### config.mk
export PLATFORM = sky130hd
export DESIGN_NAME = axi_sub_comp_arb
export DESIGN_NICKNAME = d
export VERILOG_FILES = /design/src/rtl/axi_pkg.sv /design/src/rtl/axi_sub_comp_arb_rr.sv /design/src/rtl/axi_sub_comp_arb.sv
export SDC_FILE = /design/constraint.sdc
export NUM_CORES = 1
export LEC_CHECK = 0
export CORE_AREA = 2 2 150 152
export DETAILED_ROUTE_END_ITERATION = 16
export DIE_AREA = 0 0 152 154
export PLACE_DENSITY_LB_ADDON = 0.08
export SLEW_MARGIN = 5
export SYNTH_ARGS = -nofsm -noshare
export SYNTH_HDL_FRONTEND = slang
export SYNTH_SLANG_ARGS = --single-unit
### constraint.sdc
create_clock -name clk -period 2.45 [get_ports clk]
set_clock_uncertainty 0.2 [all_clocks]
set_input_delay 0.49 -clock clk [delete_from_list [all_inputs] [get_ports clk]]
set_output_delay 0.49 -clock clk [all_outputs]
set_load 0.05 [all_outputs]
### src/rtl/axi_pkg.sv
// Shared definitions for the subordinate-side component arbiter.
//   MAX_NREQ / MAX_IXW : largest supported requester count and its index width
//   MAX_CLAT           : largest supported component read latency
//   arb_state_t        : arbitration FSM state (free arbitration / burst locked)
//   rd_ent_t           : one read-return tracking entry {valid, requester index}
package axi_pkg;

  localparam int MAX_NREQ = 8;
  localparam int MAX_IXW  = 3;
  localparam int MAX_CLAT = 4;

  typedef enum logic {
    ST_ARB  = 1'b0,
    ST_LOCK = 1'b1
  } arb_state_t;

  typedef struct packed {
    logic               valid;
    logic [MAX_IXW-1:0] idx;
  } rd_ent_t;

endpackage

### src/rtl/axi_sub_comp_arb_rr.sv
// Rotating-priority pick: returns the first asserted request found searching
// upward from rr_ptr with wrap-around.
//   req       : request vector, one bit per requester
//   rr_ptr    : index holding highest priority this cycle
//   gnt       : index of the winning requester (0 when none)
//   gnt_valid : at least one request is asserted
module axi_sub_comp_arb_rr #(
  parameter int NREQ = 2,
  parameter int IXW  = $clog2(NREQ)
) (
  input  logic [NREQ-1:0] req,
  input  logic [IXW-1:0]  rr_ptr,
  output logic [IXW-1:0]  gnt,
  output logic            gnt_valid
);

  int unsigned j;

  // NOTE: combinational blocks use blocking assignments and give every output
  // a default first, so no path through the block can infer a latch.
  always_comb begin
    gnt       = '0;
    gnt_valid = 1'b0;
    j         = 0;
    for (int unsigned k = 0; k < NREQ; k++) begin
      j = (32'(rr_ptr) + k) % NREQ;
      if (!gnt_valid && req[j]) begin
        gnt       = IXW'(j);
        gnt_valid = 1'b1;
      end
    end
  end

endmodule

### src/rtl/axi_sub_comp_arb.sv
// Shares one component request interface between NREQ subordinate-side
// requesters with round-robin arbitration, burst locking and read-return
// routing over the component's fixed read latency.
//   clk, rst        : clock, synchronous active-high reset
//   req_*           : packed per-requester request buses (requester i at slice i)
//   req_hld         : stall back to each requester
//   req_wr_err      : write error, same cycle as the accepted beat
//   req_rvalid/rd_err : read return valid / error for requester i
//   req_rdata       : read data broadcast to every requester
//   dv..last        : request toward the component (mux of the granted requester)
//   hld, rd_err, wr_err, rdata : component stall, errors and read data
module axi_sub_comp_arb
  import axi_pkg::*;
#(
  parameter  int NREQ  = 2,
  parameter  int AW    = 32,
  parameter  int DW    = 32,
  parameter  int UW    = 32,
  parameter  int IW    = 1,
  parameter  int C_LAT = 1,
  localparam int IXW   = $clog2(NREQ),
  localparam int BC    = DW / 8
) (
  input  logic            clk,
  input  logic            rst,
  input  logic [NREQ-1:0]    req_dv,
  input  logic [NREQ*AW-1:0] req_addr,
  input  logic [NREQ-1:0]    req_write,
  input  logic [NREQ*UW-1:0] req_user,
  input  logic [NREQ*IW-1:0] req_id,
  input  logic [NREQ*DW-1:0] req_wdata,
  input  logic [NREQ*BC-1:0] req_wstrb,
  input  logic [NREQ-1:0]    req_last,
  output logic [NREQ-1:0]    req_hld,
  output logic [NREQ-1:0]    req_wr_err,
  output logic [NREQ-1:0]    req_rvalid,
  output logic [NREQ-1:0]    req_rd_err,
  output logic [DW-1:0]      req_rdata,
  output logic            dv,
  output logic [AW-1:0]   addr,
  output logic            write,
  output logic [UW-1:0]   user,
  output logic [IW-1:0]   id,
  output logic [DW-1:0]   wdata,
  output logic [BC-1:0]   wstrb,
  output logic            last,
  input  logic            hld,
  input  logic            rd_err,
  input  logic            wr_err,
  input  logic [DW-1:0]   rdata
);

  arb_state_t       state;
  logic [IXW-1:0]   rr_ptr, lock_idx, rr_gnt, gnt, ptr_nxt;
  logic             rr_valid, gnt_valid, acc;
  logic [NREQ-1:0]  gnt_oh;
  rd_ent_t          push, pipe_out;

  axi_sub_comp_arb_rr #(.NREQ(NREQ), .IXW(IXW)) u_rr (
    .req       (req_dv),
    .rr_ptr    (rr_ptr),
    .gnt       (rr_gnt),
    .gnt_valid (rr_valid)
  );

  // While locked the grant is frozen, even if the owner misbehaves and drops dv.
  always_comb begin
    gnt       = (state == ST_LOCK) ? lock_idx : rr_gnt;
    gnt_valid = (state == ST_LOCK) || rr_valid;
    dv        = !rst && gnt_valid && req_dv[gnt];
    acc       = dv && !hld;
    ptr_nxt   = (gnt == IXW'(NREQ - 1)) ? '0 : gnt + 1'b1;
  end

  always_comb begin
    addr  = '0;
    write = 1'b0;
    user  = '0;
    id    = '0;
    wdata = '0;
    wstrb = '0;
    last  = 1'b0;
    if (dv) begin
      addr  = req_addr[int'(gnt)*AW +: AW];
      write = req_write[gnt];
      user  = req_user[int'(gnt)*UW +: UW];
      id    = req_id[int'(gnt)*IW +: IW];
      wdata = req_wdata[int'(gnt)*DW +: DW];
      wstrb = req_wstrb[int'(gnt)*BC +: BC];
      last  = req_last[gnt];
    end
  end

  always_comb begin
    for (int i = 0; i < NREQ; i++) begin
      gnt_oh[i]     = (gnt == IXW'(i));
      req_hld[i]    = hld || !gnt_oh[i];
      req_wr_err[i] = wr_err && gnt_oh[i] && acc && write;
    end
  end

  // A stalled winner locks too, so the grant cannot move under a held beat.
  // NOTE: sequential state uses non-blocking assignments so every register
  // samples the pre-edge values regardless of statement order.
  always_ff @(posedge clk) begin
    if (rst) begin
      state    <= ST_ARB;
      rr_ptr   <= '0;
      lock_idx <= '0;
    end else begin
      case (state)
        ST_ARB: begin
          if (acc && last) begin
            rr_ptr <= ptr_nxt;
          end else if (dv) begin
            state    <= ST_LOCK;
            lock_idx <= gnt;
          end
        end
        ST_LOCK: begin
          if (acc && last) begin
            state  <= ST_ARB;
            rr_ptr <= ptr_nxt;
          end
        end
        default: state <= ST_ARB;
      endcase
    end
  end

  // Read-return tracking: one entry per cycle, advancing regardless of hld.
  always_comb begin
    push.valid = acc && !write;
    push.idx   = MAX_IXW'(gnt);
  end

  if (C_LAT == 0) begin : g_bypass
    assign pipe_out = push;
  end else begin : g_pipe
    rd_ent_t pipe [C_LAT];
    // NOTE: only the valid bits are reset; the index fields are payload that
    // is ignored until a valid bit reaches them, so they need no reset.
    always_ff @(posedge clk) begin
      if (rst) begin
        for (int k = 0; k < C_LAT; k++) pipe[k].valid <= 1'b0;
      end else begin
        pipe[0] <= push;
        for (int k = 1; k < C_LAT; k++) pipe[k] <= pipe[k-1];
      end
    end
    assign pipe_out = pipe[C_LAT-1];
  end

  always_comb begin
    for (int i = 0; i < NREQ; i++) begin
      req_rvalid[i] = !rst && pipe_out.valid && (pipe_out.idx == MAX_IXW'(i));
      req_rd_err[i] = rd_err && req_rvalid[i];
    end
  end
  assign req_rdata = rdata;

  a_cfg_range:  assert property (@(posedge clk)
    NREQ >= 2 && NREQ <= MAX_NREQ && C_LAT >= 0 && C_LAT <= MAX_CLAT);
  a_rvalid_oh:  assert property (@(posedge clk) disable iff (rst) $onehot0(req_rvalid));
  a_acc_gnt:    assert property (@(posedge clk) disable iff (rst)
    (req_dv & ~req_hld & ~gnt_oh) == '0);
  a_lock_drop:  assert property (@(posedge clk) disable iff (rst)
    (state == ST_LOCK) |-> req_dv[lock_idx]);

endmodule

After elaboration in Yosys (flattened, before gate mapping)
Memory sizes are Yosys's and may differ from the RTL's.
Cells that the tools add are included.
Storage, ports and cells
  register bits: 3
  bits in writable memories: 2
  output and inout port bits: 144
  memories: 1
Memories
  g_pipe.pipe: depth 1, bits a word 2, rd ports 1, clocked after memory_dff 0, write ports 1, line axi_sub_comp_arb.sv:140  | rd_ent_t pipe [C_LAT];
Operators by class
  add/sub/neg operators: 2
  $lt $le $gt $ge: 3
  equality and inequality tests: 1
  shifts and indexed selects: 5
  multiplexer cells: 33
  bitwise logic cells: 3
  reduce and logical (&&, ||, !) cells: 28
Operator list (count)
  $shiftx A64 B7 Y32: 3
  $mux W32: 3
  $mux W1: 26
  $logic_and A1 B1 Y1: 17
  $shiftx A8 B4 Y4: 1
  $lt A1 B2 Y1 const B: 3
  $logic_not A1 Y1: 5
  $mux W2: 2
  $mux W4: 1
  $eq A3 B1 Y1 const B: 1
  $logic_not A3 Y1: 1
  $logic_or A1 B1 Y1: 3
  $not A1 Y1: 3
  $reduce_and A3 Y1: 1
  $add A1 B1 Y1 const B: 2
  $pmux W1 S2: 1
  $reduce_or A2 Y1: 1
  $shiftx A2 B2 Y1: 1

Longest topological paths before layout
  depth in word-level cells: 14
  mapped depth: 7
  depth with buffers taken out: 4

By module
From an unflattened synthesis, not the netlist that was laid out.
Unflattened totals
  cell total of the unflattened synthesis: 417
  area total of the unflattened synthesis: 2038.2 µm²
Modules (own cells, without submodules)
  axi_sub_comp_arb: instances 1, cells an instance 414, area an instance 2020.7 µm², sequential area each 110.1 µm²
  axi_sub_comp_arb_rr: instances 1, cells an instance 3, area an instance 17.5 µm², sequential area each 0.0 µm²

Worst setup path before layout
No wires, ideal clock.
  path type: input port to output port
  start point: input rst
  end point: output req_rd_err[0]
  arrival time: 2257 ps
  required time: 1760 ps
  path slack: -497 ps
  stages on the path: 2
  path buffers: 0
  cells stage by stage: nor3b_1 -> and2_1
On the way
  word-level cells in the longest chain between the ends: 4
RTL lines
  start: declaration: line axi_sub_comp_arb.sv:25  | input logic rst,
  $logic_not A1 Y1: line axi_sub_comp_arb.sv:156  | req_rvalid[i] = !rst && pipe_out.valid && (pipe_out.idx == MAX_IXW'(i));
  $logic_and A1 B1 Y1 (2 in a row): line axi_sub_comp_arb.sv:156
  $logic_and A1 B1 Y1: line axi_sub_comp_arb.sv:157  | req_rd_err[i] = rd_err && req_rvalid[i];
  end: declaration: line axi_sub_comp_arb.sv:37  | output logic [NREQ-1:0] req_rd_err,
Every way passes these cells.

Worst setup path in the final report
  start point: input req_dv[0]
  end point: output write
On the way
  word-level cells in the longest chain between the ends: 11
  elaborated cells between the ends (all ways): 19
RTL lines
  start: declaration: line axi_sub_comp_arb.sv:26  | input logic [NREQ-1:0] req_dv,
  $mux W1 (not written as such) (2 in a row): line axi_sub_comp_arb_rr.sv:27  | if (!gnt_valid && req[j]) begin
  $mux W1: line axi_sub_comp_arb_rr.sv:27
  $logic_not A1 Y1: line axi_sub_comp_arb_rr.sv:27
  $logic_and A1 B1 Y1: line axi_sub_comp_arb_rr.sv:27
  $mux W1: line axi_sub_comp_arb_rr.sv:27
  $mux W1: line axi_sub_comp_arb.sv:68  | gnt = (state == ST_LOCK) ? lock_idx : rr_gnt;
  $mux W1 (not written as such) (2 in a row): line axi_sub_comp_arb.sv:70  | dv = !rst && gnt_valid && req_dv[gnt];
  $logic_and A1 B1 Y1: line axi_sub_comp_arb.sv:70
  $mux W1 *: line axi_sub_comp_arb.sv:83  | if (dv) begin
  end: declaration: line axi_sub_comp_arb.sv:41  | output logic write,
Mark *: on every way between the ends. The rest lies on a longest branch, timed or not. The select of a mux whose other input is x is not followed.

==> metrics list <==
- Die boundary height: 154 um
- Most frequent standard cell in the layout excluding fill and tap cells: clkdlybuf4s50_1
- Root cell of the clock tree: clkbuf_16
* Final hold viol count: 0
* Cells on Worst Hold Path: 2
- Net switching is 43.53% of the power.
- Power, Total: 2.602 mW
* Remaining max-slew budget at the tightest pin: 77.94%
- Die footprint: 0.02341 sq mm
* Total number of nets in the final design: 990
- Worst-path cell chain: buf_8 > and2b_4 > buf_6 > o21a_4 > buf_12 > buf_12 > mux2i_4 > nor2_2 > buf_12
* RR Startpoint: state$_SDFF_PP0_
- RSZ-0062 raised after global routing: true
* Share of synthesized area spent on multiplexers: 1.025%
- Run status: finished with violations
* Distinct cells, synth: 32
* CP Data Arrival Time: 1.84 ns
* Vias in the first global route: 4180
* Cells after synthesis: 412
- In this run the number of H-tree levels came out at 1.
- The setup check on the worst reg-to-reg path leaves a slack of 0.46 ns.
- Required time at the worst-slack endpoint: 1.76 ns
- Weighted congestion at the end of routability-driven global placement: 0.7739
* Synthesized cell area: 0.002076 sq mm
* First drt pass iteration count: 4
* Crit path launch: req_dv[0]
- In this run, post-CTS hold repair placed 0 buffers.
* Sw Pwr: 1.133 mW
* Fmax: 0.3948 GHz
- Area of the placeable core: 0.02169 sq mm
* Clock sink total: 5
- Detailed Route Iter0 Violations: 77
* Part of the power in combinational logic: 86.2%
* Share of the synthesized netlist area taken by xor and xnor gates: 0%
- The floorplan has 54 rows.
* Power per cell area: 306.1 mW/mm^2
- The tool flagged a number of max-cap violations equal to 0.
- Internal power summed over all cells: 1.470 mW
* Post-layout min period: 2.533 ns
- Antenna violations before repair: 0
- Post-Synthesis Net Count: 657
- After layout, the worst path uses 103.4% of the clock period.
* Critical path peak fanout: 6
- Source of the worst hold timing path: lock_idx$_SDFFE_PP0P_
* GRT Resource Usage Total: 12.44%
- The longest clock path from root to sink contains 2 buffers.
* Final Non-Filler Cells: 1024
- Post-synthesis adder-cell area fraction: 0%
- Across all setup checks in the final design, the least slack found is -0.08292 ns.
- Summed over all layers, the global routing overflow is 0.
- Input and output buffers added on the ports amount to 324.
- Clock-pin slew was measured on the worst setup and hold paths at 0.03 ns.
* Area delta synth->final: 309.6%
* Initial core utilization: 9.571%
- Hold Slack: 0.3560 ns
- After detailed routing, the average wire length per cell comes to 16.03 um.
- Sequential cell area: 116.4 sq um
- Syn Area/Cell: 5.038 sq um
* Dominant combinational cell family by area after synthesis: simple AND/OR/NAND/NOR gates
- Summing the areas of all compound-gate instances in the mapped netlist gives 28.45% of the synthesized area.
- Maximum ir drop on the vdd rail: 0.1363 mV
* DP HPWL: 12230 um
- Sequential element share of the synthesized area: 5.304%
- Wires add up to 16420 um.
- The clock network accounts for 10.2% of the total power.
- Worst-path cell with the longest stage delay: o21a_4
- The library cells used most frequently in the layout, excluding fill and tap cells, are 209 x clkdlybuf4s50_1, 152 x nand2_1, 127 x buf_12.
- Cells with a size suffix above 1 make up 48.52% of the layout.
- Number of clock buffers inserted by TritonCTS: 3
- Aggregate negative setup slack: -3.645 ns
- Slew @ Worst Pin: 0.3293 ns
* Largest net degree at the start of global routing: 38
- Sequential cells account for 3.6% of the total power.
- The worst register-to-register path ends at g_pipe.pipe[0][1]$_SDFF_PP0_.
- For this run, the slowest stage of the critical path takes 0.21 ns.
* Placed Instances: 984
- Wire length of the first global-routing pass: 23490 um
- Warnings from Yosys: 0
- The setup path with the least slack is of type input port to output pin.
- The total count of max-transition violations in the final report is 0.
- Kind of end point of the critical path: output pin
- Crit start category: input port
- The layout has 2148 filler cells.
- Failing checks: setup timing
- Boundary pin count: 389
- Multi-input combinational cell area: 0.002536 sq mm
- Antenna violation net count after detailed routing: 0
- TritonCTS built the clock tree.
- R2R cell count: 9
- Vias per inst: 3.943
- Counting stages on the worst path, the most repeated cell is buf_12.
- In this run the worst hold path is classified as register to register.
- The later pin in the worst-skew pair is clocked with a latency of 0.22 ns.
- Die width: 152 um
- Of the total synthesized cell area, the portion taken by AND, OR, NAND and NOR gates is 43.76%.
* #FFs+latches synth: 5
* Setup violators final: 90
- Endpoint, Worst Hold: lock_idx$_SDFFE_PP0P_
- Number of vias after detailed routing: 4038
- Remaining design rule violation count: 0
- Reported leakage power: 3.255 nW
* Antenna diode instance count: 0
[area by class of cell]
| type | count | share of cell area [%] |
|---|---|---|
| inverter | 2 | 0.08829 |
| clock buffer | 4 | 0.9270 |
| tap | 280 | 4.120 |
| timing repair buffer | 394 | 63.67 |
| sequential | 5 | 1.368 |
| multi-input combinational | 339 | 29.83 |
[sequential cells by signal, indices dropped and copies added, names as in the netlist]
signal       flops
g_pipe.pipe      2
rr_ptr           1
state            1
lock_idx         1
[cell families after synthesis]
family,count (synthesis)
AOI/OAI and AO/OA,111
DFF,5
muxes,2
buffers and inverters,68
and+or+nand+nor,226
[per-stage QoR]
step | setup WS [ns] | util (%) | instance area (sq um)
2_1_floorplan | -0.1395 | - | 2391
3_3_place_gp | -0.4857 | 32.57 | 7064
3_5_place_dp | -0.5606 | 32.57 | 7064
4_1_cts | -0.1224 | 36.49 | 7915
5_1_grt | -0.1379 | 39.21 | 8503
6_report | -0.08292 | 39.21 | 8503
[power by group through the flow]
stage | combinational, mW | clock [mW] | sequential, mW
2_1_floorplan | 0.954 | 0 | 0.0935
3_3_place_gp | 1.87 | 0 | 0.0946
3_5_place_dp | 1.88 | 0 | 0.0949
4_1_cts | 2.11 | 0.268 | 0.0942
5_1_grt | 2.35 | 0.273 | 0.0947
6_report | 2.24 | 0.266 | 0.0944
[timing repair]
action | CTS | global route
cloned | 7 | 7
buffers inserted | 17 | 8
resized for setup | 103 | 91
pin swaps | 38 | 63
setup endpoints to repair | 108 | 106
[synth_stat cells]
master      n  area [sq um]
a211oi_1    1         7.510
a21boi_1    1         7.510
a21oi_1   103         515.5
a311oi_1    1         8.760
and2_1      4         25.02
and2b_4     1         10.01
and3_1      1         6.260
and4_1      2         17.52
buf_2      26         130.1
buf_4      36         270.3
buf_6       3         33.78
clkbuf_1    1         3.750
dfxtp_1     4         80.08
edfxtp_1    1         30.03
inv_1       1         3.750
inv_2       1         3.750
mux2_1      1         11.26
mux2i_1     1         10.01
nand2_1   204         765.7
nand2b_1    3         18.77
nand2b_2    1         8.760
nand4b_1    1         8.760
nor2_1      4         15.01
nor2b_1     1         6.260
nor3_1      2         10.01
nor3b_1     1         7.510
o211a_2     1         10.01
o211ai_2    1         12.51
o21a_1      1         7.510
o21ai_1     1         5.000
o21ai_4     1         16.27
or3b_1      1         8.760
[metal layers]
layer,part of all wire [%],GRT usage [%],up-vias
li1,-,-,1973
met1,35,12.82,1866
met2,57,25.50,183
met3,7.4,3.016,16
met4,0.81,1.914,0
met5,0,0,-
[critical path, delay by kind of cell]
family	cells	cell delay, ns
buf+inv	5	0.64
simple gates	2	0.30
mux	1	0.18
compound gates	1	0.21
[worst max path at each step]
stage,to
after floorplan,wdata[14]
after global placement,last
after detailed placement,addr[31]
after CTS,write
after global routing,wdata[2]
final,write
No activity file was read; power rests on OpenSTA's default activity.
